$ cat src/rtl/inst_fetch.sv
// Instruction-fetch stage: PC register, ROM addressing and IF/ID pipeline register,
// with stall, redirect and halt/resume control plus a saturating fetch counter.
module inst_fetch #(
    parameter int unsigned      ADDR_WIDTH = 12,
    parameter logic [31:0]      RESET_PC   = 32'h0000_0000
) (
    input  logic                  clk,
    input  logic                  clr,
    output logic [ADDR_WIDTH-1:0] rom_addr,
    input  logic [31:0]           rom_data,
    input  logic                  stall,
    input  logic                  redirect_en,
    input  logic [31:0]           redirect_pc,
    input  logic                  halt_req,
    input  logic                  go,
    output logic                  if_valid,
    output logic [31:0]           if_pc,
    output logic [31:0]           if_pc4,
    output logic [31:0]           if_instr,
    output logic                  halted,
    output logic [31:0]           fetch_count
);

    typedef enum logic [0:0] {StRun, StHalt} state_e;

    localparam logic [ADDR_WIDTH-1:0] PcInit = RESET_PC[ADDR_WIDTH-1:0];
    localparam logic [ADDR_WIDTH-1:0] PcStep = ADDR_WIDTH'(4);

    state_e                state_q, state_d;
    logic [ADDR_WIDTH-1:0] pc_q, pc_d;
    logic                  valid_q, valid_d;
    logic [ADDR_WIDTH-1:0] id_pc_q, id_pc_d;
    logic [ADDR_WIDTH-1:0] id_pc4_q, id_pc4_d;
    logic [31:0]           instr_q, instr_d;
    logic [31:0]           count_q, count_d;

    logic [ADDR_WIDTH-1:0] pc_next_seq;
    logic [ADDR_WIDTH-1:0] redirect_target;
    logic                  fetch;

    // Natural modulo-2^ADDR_WIDTH wrap; low two bits are forced clear on redirect.
    assign pc_next_seq     = pc_q + PcStep;
    assign redirect_target = {redirect_pc[ADDR_WIDTH-1:2], 2'b00};

    always_comb begin
        state_d  = state_q;
        pc_d     = pc_q;
        valid_d  = valid_q;
        id_pc_d  = id_pc_q;
        id_pc4_d = id_pc4_q;
        instr_d  = instr_q;
        count_d  = count_q;
        fetch    = 1'b0;

        unique case (state_q)
            StRun: begin
                if (redirect_en) begin
                    pc_d    = redirect_target;
                    valid_d = 1'b0;
                    if (halt_req) begin
                        state_d = StHalt;
                    end
                end else if (halt_req) begin
                    state_d = StHalt;
                    valid_d = 1'b0;
                end else if (!stall) begin
                    fetch = 1'b1;
                end
            end
            StHalt: begin
                // Resuming costs one idle RUN entry; the first fetch happens there.
                valid_d = 1'b0;
                if (redirect_en) begin
                    pc_d = redirect_target;
                end
                if (go) begin
                    state_d = StRun;
                end
            end
            default: begin
                state_d = StRun;
            end
        endcase

        if (fetch) begin
            valid_d  = 1'b1;
            id_pc_d  = pc_q;
            id_pc4_d = pc_next_seq;
            instr_d  = rom_data;
            pc_d     = pc_next_seq;
            if (count_q != 32'hFFFF_FFFF) begin
                count_d = count_q + 32'd1;
            end
        end
    end

    always_ff @(posedge clk) begin
        if (clr) begin
            state_q  <= StRun;
            pc_q     <= PcInit;
            valid_q  <= 1'b0;
            id_pc_q  <= '0;
            id_pc4_q <= '0;
            instr_q  <= '0;
            count_q  <= '0;
        end else begin
            state_q  <= state_d;
            pc_q     <= pc_d;
            valid_q  <= valid_d;
            id_pc_q  <= id_pc_d;
            id_pc4_q <= id_pc4_d;
            instr_q  <= instr_d;
            count_q  <= count_d;
        end
    end

    assign rom_addr    = pc_q;
    assign if_valid    = valid_q;
    assign if_pc       = 32'(id_pc_q);
    assign if_pc4      = 32'(id_pc4_q);
    assign if_instr    = instr_q;
    assign halted      = (state_q == StHalt);
    assign fetch_count = count_q;

endmodule
$ cat config.mk
export PLATFORM = sky130hd
export DESIGN_NAME = inst_fetch
export DESIGN_NICKNAME = d
export VERILOG_FILES = /design/src/rtl/inst_fetch.sv
export SDC_FILE = /design/constraint.sdc
export NUM_CORES = 1
export LEC_CHECK = 0
export BUFFER_PORTS_ARGS = -buffer_cell sky130_fd_sc_hd__clkbuf_2
export CAP_MARGIN = 10
export CORE_MARGIN = 5
export CORE_UTILIZATION = 45
export DETAILED_ROUTE_END_ITERATION = 10
export GPL_ROUTABILITY_DRIVEN = 0
export PLACE_DENSITY = 0.78
export SLEW_MARGIN = 15
export SYNTH_ARGS = -nofsm -noshare
export SYNTH_HDL_FRONTEND = slang
export SYNTH_SLANG_ARGS = --single-unit
$ cat constraint.sdc
create_clock -name clk -period 2.97 [get_ports clk]
set_input_delay 0.891 -clock clk [delete_from_list [all_inputs] [get_ports clk]]
set_output_delay 0.891 -clock clk [all_outputs]
set_load 0.01 [all_outputs]
==> flow_metrics.env <==
export IMPL_path_clk_slew_ps=90
export IMPL_worstSetupPathType="input pin to register"
export IMPL_synth_cell_types=48
export IMPL_fin_ws_ps=294.6
export IMPL_routed_via_density=5.068
export IMPL_fin_skew_ps=6.467
export IMPL_synth_edff_count=0
export IMPL_maxCapViolations=0
export IMPL_syn_avg_cell_area_um2=8.144
export IMPL_worstHoldStart="if_instr[10]"
export IMPL_ys_ff_latch=96
export IMPL_synth_ff_type="dfxtp_1"
export IMPL_synth_common_cells="nand2_1 (104), dfxtp_1 (96), a21oi_1 (61), nor2_1 (49), buf_4 (46)"
export IMPL_initialDrtViolationCount=236
export IMPL_num_vias=4161
export IMPL_design_portCount=212
export IMPL_yosysMostFrequentCell="nand2_1"
export IMPL_antenna_found_initial=0
export IMPL_core_area_um2=9729
export IMPL_wl_mm=11.28
export IMPL_async_flop_share_pct=0
export IMPL_nets=755
export IMPL_synth_top_area_share_pct=43.06
export IMPL_powerDensity_nw_per_um2=467.2
export IMPL_rrSetupSlack_ps=520
export IMPL_yosysTopAreaCell="dfxtp_1"
export IMPL_end_kind="register"
export IMPL_postLayoutCellArea_um2=5379
export IMPL_hold_depth=2
export IMPL_cts_sinks=96
export IMPL_cp_required_ps=3220
export IMPL_r2r_end="fetch_count[20]"
export IMPL_design_die_area_um2=12010
export IMPL_ant_nets=0
export IMPL_synth_top_cells_by_area="dfxtp_1 (43%), nand2_1 (8.7%), buf_4 (7.7%), a21oi_1 (6.8%), nor2_1 (4.1%)"
export IMPL_pre_cts_slack_ps=-82.23
export IMPL_seq_area_frac_synth_pct=43.06
export IMPL_r2r_cells=5
export IMPL_tightest_slew_ps=636.0
export IMPL_grt_max_degree=67
export IMPL_routedWlPerCell_um=13.74
export IMPL_num_antenna_cells=0
export IMPL_cts_resized=0
export IMPL_syn_to_final_growth_pct=20.52
export IMPL_fin_crit_sh_pct=90.08
export IMPL_synthesis_area_um2=4463
export IMPL_hold_path_class="register to register"
export IMPL_dieHeight_um=109.6
export IMPL_finalSetupViolations=0
export IMPL_layout_drive_gt1_share_pct=27.91
export IMPL_dpl_instance_area_um2=5159
export IMPL_status="complete, no violations"
export IMPL_worstReg2RegStart="halted"
export IMPL_cts_max_level=3
export IMPL_clock_fmax_mhz=373.8
export IMPL_die_x_um=109.6
export IMPL_grt_overflow=0
export IMPL_drc=0
export IMPL_grt_first_pass_wirelength_mm=17.91
export IMPL_period_needed_ps=2675
export IMPL_ys_warn_count=0
export IMPL_cp_max_fo=5
export IMPL_cts_hold_buffers=0
export IMPL_cts_tree="yes"
export IMPL_cts_root_buf="clkbuf_8"
export IMPL_postCtsSetupRepairBufs=0
export IMPL_io_buffers=143
export IMPL_grt_pass1_vias=3919
export IMPL_grt_setup_unrepaired="false"
export IMPL_start_util_pct=45.87
export IMPL_worst_ep_arrival_time_ps=2920
export IMPL_cts_buffers=9
export IMPL_first_pass_iters=5
export IMPL_slew_violations=0
export IMPL_cts_buffer_depth=2
export IMPL_irDropWorstVdd_mv=0.2813
export IMPL_min_to="if_instr[10]"
export IMPL_synthCells=548
export IMPL_p_leak_nw=2.261
export IMPL_hold_viol_final=0
export IMPL_clk_latency_ps=350
export IMPL_rows=36
export IMPL_cp_start_kind="input pin"
export IMPL_slew_headroom_pct=57.60
export IMPL_hpwl_mm=8.405
export IMPL_grt_use_total_pct=18.32
stage by stage:
step / hold WS [ps] / power [W] / util [%] / cells / TNS, ps
4_1_cts: 459.3 / 0.002537 / 55.29 / 821 / 0
6_report: 456.6 / 0.002513 / 55.29 / 821 / 0
3_5_place_dp: 446.3 / 0.001602 / 53.02 / 805 / -164.2
2_1_floorplan: 480.5 / 0.001552 / - / 593 / 0
3_3_place_gp: 442.2 / 0.001595 / 53.02 / 805 / -84.39
5_1_grt: 475.6 / 0.002628 / 55.29 / 821 / 0
final cells by class:
class | count | area, µm²
fillers | 906 | 4350
multi-input cells | 417 | 2242
flip-flops and latches | 96 | 1922
repair buffers | 157 | 820.8
well taps | 133 | 166.4
clock buffers | 11 | 141.4
clock inverters | 5 | 78.83
inverters | 2 | 7.507
routing by layer:
metal	up-vias	share of wire, %	global-route usage (%)
li1	2066	-	-
met1	1930	40	21.84
met2	148	49	30.73
met3	17	9.6	5.755
met4	0	1.8	7.124
met5	-	0	0
registers in the layout, summed over array words and instances (netlist names):
| register | flops |
|---|---|
| halted | 1 |
| id_pc4_q | 10 |
| rom_addr | 10 |
| id_pc_q | 10 |
| if_instr | 32 |
| fetch_count | 32 |
| if_valid | 1 |
critical path: stages:
cell and delay (ps):
clkbuf_2 90, or4_2 740, or4_4 620, a21oi_2 160, nand3_1 120, mux2_4 310
cell usage in the layout, fill, tap and decap left out, types with 7 or more instances in the layout:
cell	count
a211oi_1	13
buf_4	14
clkbuf_2	142
nor2_1	49
conb_1	46
dfxtp_1	96
clkbuf_8	10
o21ai_0	13
nand2_1	104
a21oi_1	61
nand3_1	12
nor2b_1	10
nand4_1	11
xnor2_1	13
or3_1	7
kinds of logic after synthesis:
| group | synth area share [%] |
|---|---|
| xor+xnor | 3.532 |
| fa+ha+maj | 0.5606 |
| other cells | 0.08402 |
| buf+inv | 10.65 |
| mux | 2.411 |
| simple gates | 24.87 |
| compound gates | 14.83 |
| flops | 43.06 |
how the worst max path moves through the flow:
stage                           start         endpoint  slack, ps  cells after the start
after floorplan           redirect_en  fetch_count[20]        160                      7
after global placement          stall  fetch_count[22]        -40                      6
after detailed placement        stall  fetch_count[20]        -80                      6
after CTS                       stall  fetch_count[20]        300                      6
after global routing            stall  fetch_count[21]        260                      6
final                           stall  fetch_count[20]        290                      6
report_power, final:
group          total (W)  switching (W)  internal [W]  leakage, nW
registers        0.00135      0.0000285       0.00132        0.778
logic           0.000227       0.000141     0.0000856         1.37
clock network   0.000940       0.000442      0.000498        0.114
total            0.00251       0.000612       0.00190         2.26
No activity file was read; power rests on OpenSTA's default activity.
